===== src/rtl/debounce_chamadas.sv =====
// Floor-call push-button debouncer: sync, tick-sampled debounce, press pulse, latched calls.
// Define DEBOUNCE_SIM_TICK_EN to debounce on every clock cycle (fast simulation).
module debounce_chamadas #(
  parameter int NUM_BOTOES   = 4,
  parameter int STABLE_TICKS = 2,
  parameter int ATIVO_BAIXO  = 1
) (
  input  logic                  clock,
  input  logic                  reset,
  input  logic                  clock_debounce,
  input  logic [NUM_BOTOES-1:0] botoes_in,
  input  logic [NUM_BOTOES-1:0] limpar,
  output logic [NUM_BOTOES-1:0] botao_estavel,
  output logic [NUM_BOTOES-1:0] botao_pulso,
  output logic [NUM_BOTOES-1:0] chamada_pendente,
  output logic                  alguma_chamada
);

  localparam int CW = $clog2(STABLE_TICKS + 1);

  logic [NUM_BOTOES-1:0] btn_raw;
  logic [NUM_BOTOES-1:0] btn_meta;
  logic [NUM_BOTOES-1:0] btn_sync;
  logic [NUM_BOTOES-1:0] stable;
  logic [NUM_BOTOES-1:0] stable_d;
  logic [NUM_BOTOES-1:0] pulso;
  logic [NUM_BOTOES-1:0] pendente;
  logic [CW-1:0]         cnt [NUM_BOTOES];
  logic                  tick;

  assign btn_raw = (ATIVO_BAIXO != 0) ? ~botoes_in : botoes_in;

  always_ff @(posedge clock) begin
    if (reset) begin
      btn_meta <= '0;
      btn_sync <= '0;
    end else begin
      btn_meta <= btn_raw;
      btn_sync <= btn_meta;
    end
  end

`ifdef DEBOUNCE_SIM_TICK_EN
  logic unused_clock_debounce;
  assign unused_clock_debounce = clock_debounce;
  assign tick = 1'b1;
`else
  // clock_debounce is data: synchronize, then detect its rising edge
  logic cd_meta;
  logic cd_sync;
  logic cd_dly;

  always_ff @(posedge clock) begin
    if (reset) begin
      cd_meta <= 1'b0;
      cd_sync <= 1'b0;
      cd_dly  <= 1'b0;
    end else begin
      cd_meta <= clock_debounce;
      cd_sync <= cd_meta;
      cd_dly  <= cd_sync;
    end
  end

  assign tick = cd_sync & ~cd_dly;
`endif

  // Count consecutive ticks that disagree with the stable level; any agreeing tick restarts.
  always_ff @(posedge clock) begin
    if (reset) begin
      stable <= '0;
      for (int unsigned i = 0; i < NUM_BOTOES; i++) cnt[i] <= '0;
    end else if (tick) begin
      for (int unsigned i = 0; i < NUM_BOTOES; i++) begin
        if (btn_sync[i] == stable[i]) begin
          cnt[i] <= '0;
        end else if (cnt[i] + CW'(1) == CW'(STABLE_TICKS)) begin
          stable[i] <= btn_sync[i];
          cnt[i]    <= '0;
        end else begin
          cnt[i] <= cnt[i] + CW'(1);
        end
      end
    end
  end

  // A new press sets the call even when the controller clears it in the same cycle.
  always_ff @(posedge clock) begin
    if (reset) begin
      stable_d <= '0;
      pulso    <= '0;
      pendente <= '0;
    end else begin
      stable_d <= stable;
      pulso    <= stable & ~stable_d;
      pendente <= pulso | (pendente & ~limpar);
    end
  end

  assign botao_estavel    = stable;
  assign botao_pulso      = pulso;
  assign chamada_pendente = pendente;
  assign alguma_chamada   = |pendente;

endmodule

===== config.mk =====
export PLATFORM = sky130hd
export DESIGN_NAME = debounce_chamadas
export DESIGN_NICKNAME = d
export VERILOG_FILES = /design/src/rtl/debounce_chamadas.sv
export SDC_FILE = /design/constraint.sdc
export NUM_CORES = 1
export LEC_CHECK = 0
export ABC_CLOCK_PERIOD_IN_PS = 1410
export CAP_MARGIN = 20
export CORE_ASPECT_RATIO = 1.25
export CORE_MARGIN = 3
export CORE_UTILIZATION = 52
export CTS_BUF_LIST = sky130_fd_sc_hd__clkbuf_2 sky130_fd_sc_hd__clkbuf_4 sky130_fd_sc_hd__clkbuf_8
export CTS_CLUSTER_DIAMETER = 120
export DETAILED_ROUTE_END_ITERATION = 16
export HOLD_SLACK_MARGIN = 0.12
export PLACE_DENSITY = 0.8
export SLEW_MARGIN = 20
export SYNTH_ARGS = -nofsm -noshare
export SYNTH_HDL_FRONTEND = slang
export SYNTH_SLANG_ARGS = --single-unit

===== constraint.sdc =====
create_clock -name clock -period 1.41 [get_ports clock]
set_input_delay 0.2115 -clock clock [delete_from_list [all_inputs] [get_ports clock]]
set_output_delay 0.2115 -clock clock [all_outputs]
set_load 0.1 [all_outputs]

## After elaboration in Yosys (flattened, before gate mapping)

Memories as Yosys holds them, arrays and structs flattened.
Index checks and enable logic that the tools add are counted.

| cells by class | value |
|---|---|
| $lt $le $gt $ge | 0 |
| muxes and demuxes | 70 |
| bitwise operators | 24 |
| multipliers | 0 |
| divide/modulo/power cells | 0 |
| equal/unequal tests | 8 |
| shift-type cells | 0 |
| add/subtract/negate cells | 4 |
| reductions and logical operators | 5 |

Operators with widths:

| cell | count |
|---|---|
| 2-to-1 mux 1 bit | 58 |
| 2-to-1 mux 2 bit | 12 |
| inverter 4 bit | 3 |
| bitwise OR 1 bit | 12 |
| AND reduction 3 bit | 4 |
| adder 2 x 1 -> 2 bit, second input constant | 4 |
| AND 4 bit | 2 |
| equality test 2 bit, second input constant | 4 |
| inverter 1 bit | 5 |
| equality test 1 bit | 4 |
| bitwise OR 4 bit | 1 |
| OR reduction 4 bit | 1 |
| AND 1 bit | 1 |

| word-level totals | value |
|---|---|
| input bits | 11 |
| latch bits | 0 |
| bits in registers | 27 |
| bits in writable memories | 8 |
| memories kept | 1 |
| ROM bits | 0 |

Memories:

| memory | words | width | rd ports | clocked after memory_dff | wr ports | RTL line | source |
|---|---|---|---|---|---|---|---|
| cnt | 4 | 2 | 4 | 0 | 4 | 28 | `logic [CW-1:0] cnt [NUM_BOTOES];` |

## Logic depth before layout (Yosys ltp)

Gate-level depths: netlist of the first run.

| depth | value |
|---|---|
| depth after elaboration | 9 |
| depth in mapped cells | 4 |

## Least setup slack after synthesis of the first run

Ideal clock, no wire load.

| timing path | value |
|---|---|
| path kind | register -> output |
| start | reg pendente[2], in the netlist chamada_pendente[2] |
| end | out alguma_chamada |
| cell stages (with the launch flop) | 2 |
| data required time | 1.199 ns |
| path slack | -0.579 ns |
| arrival time | 1.777 ns |
| buffers on the path | 0 |
| path through | dfxtp_1 -> or4_1 |

| between the ends | value |
|---|---|
| word-level cells in the longest chain between the ends | 1 |

RTL lines:

| element | RTL line | source |
|---|---|---|
| from (decl) | 27 | `logic [NUM_BOTOES-1:0] pendente;` |
| from (signal assigned) | 96 | `pendente <= pulso \| (pendente & ~limpar);` |
| OR reduction 4 bit | 103 | `assign alguma_chamada = \|pendente;` |
| to (decl) | 16 | `output logic alguma_chamada` |

Every way passes these cells.

## Worst setup path after layout of the first run

| timing path | value |
|---|---|
| start | reg pendente[0], in the netlist chamada_pendente[0] |
| end | out alguma_chamada |

Same word-level chain as after synthesis.

==> results of run 1 <==
[worst paths after layout]
path / cells after the start / start / slack, ps / endpoint
max: 2 / chamada_pendente[0] / -180 / alguma_chamada
min: 2 / botoes_in[2] / 380 / btn_meta[2]
max reg2reg: 2 / cd_sync / 110 / cnt[1][1]
min reg2reg: 1 / stable_d[2] / 390 / botao_pulso[2]
[what timing repair did]
| item | 4_1_cts | 5_1_grt |
|---|---|---|
| resized for setup | 0 | 1 |
| setup buffers | 2 | 0 |
| endpoints found under the setup margin | 1 | 2 |
| pin swaps | 0 | 1 |
[power breakdown]
group          switching (mW)  total (mW)  internal [mW]
Combinational          0.0444       0.102         0.0574
Sequential             0.0115        1.06           1.05
Clock                   0.301       0.614          0.312
Total                   0.357        1.78           1.42
[cell type report]
cell class	instances	share of cell area
multi-input combinational	58	0.234
tap	31	0.0220
clock buffer	8	0.0412
sequential	35	0.449
timing repair buffer	28	0.226
inverter	13	0.0277
[layer usage]
| metal | wire length [um] | part of all wire | up-vias |
|---|---|---|---|
| met5 | 0 | 0 | - |
| met4 | 46 | 0.024 | 0 |
| met3 | 95 | 0.049 | 6 |
| met2 | 1010 | 0.52 | 15 |
| met1 | 802 | 0.41 | 364 |
| li1 | - | - | 426 |
[metrics by stage]
step | instances | cell area [um^2] | worst slack (ps) | util
6_report | 173 | 1760 | -182 | 0.788
5_1_grt | 173 | 1760 | -225 | 0.788
4_1_cts | 173 | 1750 | -195 | 0.785
3_5_place_dp | 163 | 1670 | -253 | 0.746
3_3_place_gp | 163 | 1670 | -121 | 0.746
2_1_floorplan | 109 | 1260 | -52.6 | -
[worst max-delay path, cell delays in order, from the launching register on]
cell,delay [ps]
dfxtp_2,330
or4_4,540
buf_12,180
[synth_stat cells]
| cell | number | share of area |
|---|---|---|
| a21o_2 | 1 | 0.0070 |
| a21oi_1 | 4 | 0.016 |
| buf_6 | 1 | 0.0090 |
| clkbuf_1 | 2 | 0.0060 |
| dfxtp_1 | 27 | 0.43 |
| edfxtp_1 | 8 | 0.19 |
| ha_1 | 4 | 0.040 |
| inv_1 | 13 | 0.039 |
| mux2i_1 | 4 | 0.032 |
| nand2b_1 | 12 | 0.060 |
| nand3b_1 | 4 | 0.024 |
| nor2_1 | 8 | 0.024 |
| nor2b_1 | 6 | 0.030 |
| nor2b_2 | 1 | 0.0070 |
| nor4_1 | 8 | 0.040 |
| or3b_1 | 1 | 0.0070 |
| or4_1 | 1 | 0.0060 |
| xnor2_1 | 4 | 0.028 |
[cells by family (layout without fill, tap and decap cells)]
group	after synthesis	count (layout)	share of synthesized area
adders and majority gates	4	4	0.0400
buffers and inverters	16	49	0.0541
AOI/OAI and AO/OA	5	5	0.0230
xor gates and xnor gates	4	4	0.0280
DFF	35	35	0.625
and+or+nand+nor	41	41	0.198
muxes	4	4	0.0320
[flip-flops by register name, summed over array words and instances, names as in the netlist]
name and cells:
botao_estavel 4, botao_pulso 4, btn_meta 4, btn_sync 4
cd_dly 1, cd_meta 1, cd_sync 1, chamada_pendente 4
cnt 8, stable_d 4
==> run_results.csv, run 1 <==
group,metric,value,unit
outcome,status,"finished with violations",
outcome,failing_checks,"negative setup slack",
worst_setup_path,worst-endpoint-required,1200,ps
timing,rsz_0062_raised_after_global_routing,"yes",
clock_network,root_buffer,"clkbuf_4",
worst_setup_path,worstSetupEndpointType,"output port",
cells_and_area,finalNetCount,156,
routing,drc_errors,0,
clock_network,clock-sinks,35,
clock_network,h-tree-depth,2,
grt,met1_usage,0.178,
placement,gpl.final_weighted_congestion,0.712,
grt,vias_in_the_first_global_route,847,
clock_network,cts_buffer_depth,2,
routing,route.detailed.wl_per_inst,11.3,um
timing,setup_total_negative_slack,-182,ps
cells_and_area,final_common_cell,"dfxtp_1",
power,design_power_total,1.78,mW
placement,numPortBuffers,23,
worst_setup_path,cp-start-kind,"register",
clock_network,cts_tree,"done",
floorplan,die-area,3030,um^2
grt,busiest_layer,"met2",
synthesis,postSynthAreaPerCell,11.5,um^2
floorplan,initial_core_util,0.559,
cells_and_area,final_layout_size_suffix_gt1_frac,0.268,
grt,grt_max_degree,25,
timing,max_clock_freq,628,MHz
cells_and_area,multi_input_area,412,um^2
worst_setup_path,critical_path_class,"reg2out",
timing,period_share,1.13,
synthesis,yosysWarnings,0,
timing,hold_viol_final,0,
cells_and_area,antenna_cells,0,
timing,report.final.slew_viol_count,0,
grt,grt_use_met3,0.0663,
cells_and_area,most-common-layout-cells,"dfxtp_1, inv_1, buf_12",
synthesis,seq_area_frac_synth,0.625,
grt,grt_pass1_wl,3600,um
job,max_cap_viol_count,0,
power,power.leakage,0.726,nW
grt,grt.overflow.total,0,
timing,timing.max_slew.rel_slack,0.815,
cells_and_area,layout_area_overhead,40.8,%
routing,drt_pre_antenna_iters,4,
min_path,hp-class,"in2reg",
cells_and_area,nFillCells,161,
clock_network,cts_made_buffers,5,
synthesis,postSynthNetCount,124,
synthesis,synth_cells,109,
floorplan,top_level_ports,24,
floorplan,fp-row-count,19,
routing,avgViaCountPerCell,4.69,
routing,wirelength,1950,um
clock_network,postCtsHoldBufs,0,
synthesis,synthesis.area,1250,um^2
power,p_per_area,1010,nW/um^2
timing,timing.final.ws_setup,-182,ps
timing,whs,384,ps
routing,final_antenna_net_count,0,
grt,grt.total_usage,0.164,
grt,groute.layer.met2.usage,0.280,
synthesis,ys_seq_elements,35,
grt,antenna_found_initial,0,
floorplan,die_x,49.9,um
routing,dr_total_vias,811,
timing,fin_crit,1590,ps
clock_network,clk_transition_reported_paths,90,ps
timing,fin_skew,3.62,ps
clock_network,clkLatencyLatePin,330,ps
timing,worstMarginPinSlew,276,ps
power,power.ir.vdd_worst,0.000890,V
floorplan,die_h,60.8,um
placement,dp_hpwl,1510,um
synthesis,synth.lib_cells_used.distinct,18,
worst_setup_path,cp_data_arrival_time,1380,ps
routing,initialDrtViolationCount,8,
timing,setup_violations,1,
cells_and_area,seqCellArea,791,um^2
floorplan,core_region_area,2230,um^2
worst_setup_path,timing.critical_path.fanout_max,2,
No activity file was read; power rests on OpenSTA's default activity.
==> inputs of run 2 (changes only) <==
- ABC_CLOCK_PERIOD_IN_PS: 1410 -> 1650
- clock period: 1.41 -> 1.65 ns (I/O delays scaled with it)
==> run 2 against run 1 <==
The run now ends clean. Clock-buffer cell count shrank 1. Wire length up 19%. Worst hold slack better by 12 ps. Register-to-register slack improved by 110 ps. Critical path type unchanged. Largest power group unchanged. Highest routed layer unchanged.
==> run_results.csv, run 2 (synthesized netlist as in run 1, its figures left out) <==
group,metric,value,unit
min_path,hp-start,"stable_d[1]",
worst_setup_path,critical_path_class,"reg2out",
routing,route.met3.wl,113,um
clock_network,cts_made_buffers,5,
power,power.ir.vdd_worst,0.000873,V
worst_setup_path,reg2regPathDepth,2,
cells_and_area,antenna_cells,0,
timing,max_clock_freq,614,MHz
worst_setup_path,worstSetupEndpointType,"output port",
clock_network,postCtsHoldBufs,0,
cells_and_area,finish.utilization,0.777,
timing,rsz_0062_raised_after_global_routing,"yes",
routing,avgViaCountPerCell,4.90,
timing,timing.final.ws_setup,22.5,ps
cells_and_area,layout_area_overhead,38.9,%
floorplan,die_h,60.8,um
cells_and_area,final_common_cell,"dfxtp_1",
clock_network,clock-sinks,35,
timing,report.final.slew_viol_count,0,
power,p_per_area,837,nW/um^2
worst_setup_path,timing.critical_path.fanout_max,2,
grt,grt_max_degree,25,
placement,post_place_worst_slack,-6.35,ps
worst_setup_path,cp-start-kind,"register",
routing,met1Wirelength,856,um
routing,final_antenna_net_count,0,
placement,place_area,1650,um^2
power,design_power_total,1.45,mW
routing,topRoutingLayerUsed,"met4",
timing,hold_viol_final,0,
cells_and_area,most-common-layout-cells,"dfxtp_1, inv_1, buf_12",
routing,route.detailed.wl_per_inst,13.4,um
timing,setup_total_negative_slack,0,ps
timing,fin_crit,1630,ps
routing,drt_pre_antenna_iters,4,
placement,numPortBuffers,23,
cells_and_area,layoutNonFillerInstCount,173,
cells_and_area,nFillCells,171,
clock_network,root_buffer,"clkbuf_4",
clock_network,clkLatencyLatePin,330,ps
grt,grt_pass1_wl,3510,um
power,power.leakage,0.719,nW
cells_and_area,final_layout_size_suffix_gt1_frac,0.232,
placement,dp_hpwl,1670,um
cells_and_area,registers.top_by_ff_count,"cnt",
grt,antenna_found_initial,0,
floorplan,top_level_ports,24,
placement,instance_count_after_placement_with_tap_cells_included,161,
outcome,status,"complete, no violations",
timing,worstMarginPinSlew,254,ps
floorplan,fp-row-count,19,
cells_and_area,largest_register_ff_count,8,
placement,gpl.final_weighted_congestion,0.735,
worst_setup_path,cp_data_arrival_time,1380,ps
timing,whs,396,ps
timing,period_share,0.986,
worst_setup_path,reg2reg_setup_slack,220,ps
clock_network,clk_transition_reported_paths,100,ps
timing,setup_violations,0,
grt,vias_in_the_first_global_route,829,
floorplan,die-area,3030,um^2
floorplan,initial_core_util,0.559,
worst_setup_path,r2r-start,"cd_sync",
routing,routed-wl-met2,1250,um
cells_and_area,finalNetCount,156,
min_path,worstHoldEndpoint,"botao_pulso[1]",
job,max_cap_viol_count,0,
worst_setup_path,worst-endpoint-required,1400,ps
floorplan,core_region_area,2230,um^2
min_path,min_delay_path_depth,1,
min_path,hp-class,"reg2reg",
floorplan,die_x,49.9,um
timing,fin_skew,11.2,ps
timing,timing.max_slew.rel_slack,0.829,
grt,grt.total_usage,0.171,
clock_network,h-tree-depth,2,
routing,initialDrtViolationCount,19,
clock_network,cts_buffer_depth,2,
clock_network,cts_tree,"done",
worst_setup_path,worst_r2r_endpoint,"cnt[3][0]",
cells_and_area,postLayoutCellArea,1740,um^2
grt,grt.overflow.total,0,
routing,wirelength,2320,um
routing,drc_errors,0,
routing,dr_total_vias,847,
run 2: cell types whose count changed in the layout (fill, tap and decap cells not counted):
cell and change:
dfxtp_2 -5, nor4_1 +1, clkbuf_4 +1, dfxtp_4 +1, dfxtp_1 +4, clkbuf_8 -2
nor4_2 -1, clkinv_2 +1
run 2: how the worst max path moves through the flow:
stage | start | end | slack, ps
finish | chamada_pendente[2] | alguma_chamada | 20
global route | chamada_pendente[2] | alguma_chamada | -20
CTS | chamada_pendente[2] | alguma_chamada | 1
detailed placement | reset | cnt[0][0] | -6
global placement | reset | cnt[2][1] | 80
floorplan | chamada_pendente[1] | alguma_chamada | 150
run 2: layout make-up:
cell class	count	area, um^2	area share
Clock buffer	7	52.6	0.0303
Sequential cell	35	788	0.454
Multi-Input combinational cell	58	405	0.233
Clock inverter	1	5.00	0.00288
Tap cell	31	38.8	0.0223
Inverter	13	48.8	0.0281
Timing Repair Buffer	28	398	0.229
run 2: power breakdown:
group,internal [mW],switching [mW],leakage [nW],total [mW]
clock,0.199,0.263,0.0361,0.462
combinational,0.0474,0.0372,0.376,0.0846
sequential,0.895,0.0118,0.306,0.907
total,1.14,0.312,0.719,1.45
run 2: per-layer routing:
| layer | up-vias | global-route usage |
|---|---|---|
| met3 | 11 | 0.0811 |
| met2 | 18 | 0.285 |
| met1 | 395 | 0.169 |
| li1 | 423 | - |
| met5 | - | 0 |
| met4 | 0 | 0.119 |
run 2: critical path, cell delays in order (launching register included):
cell     delay, ps
dfxtp_2        330
or4_4          540
buf_12         180
run 2: repair_timing:
| item | 4_1_cts | 5_1_grt |
|---|---|---|
| hold endpoints to repair | 0 | 0 |
| endpoints found under the setup margin | 1 | 1 |
| setup buffers | 3 | 1 |
| pin swaps | 1 | 0 |
| gates resized for setup | 1 | 0 |
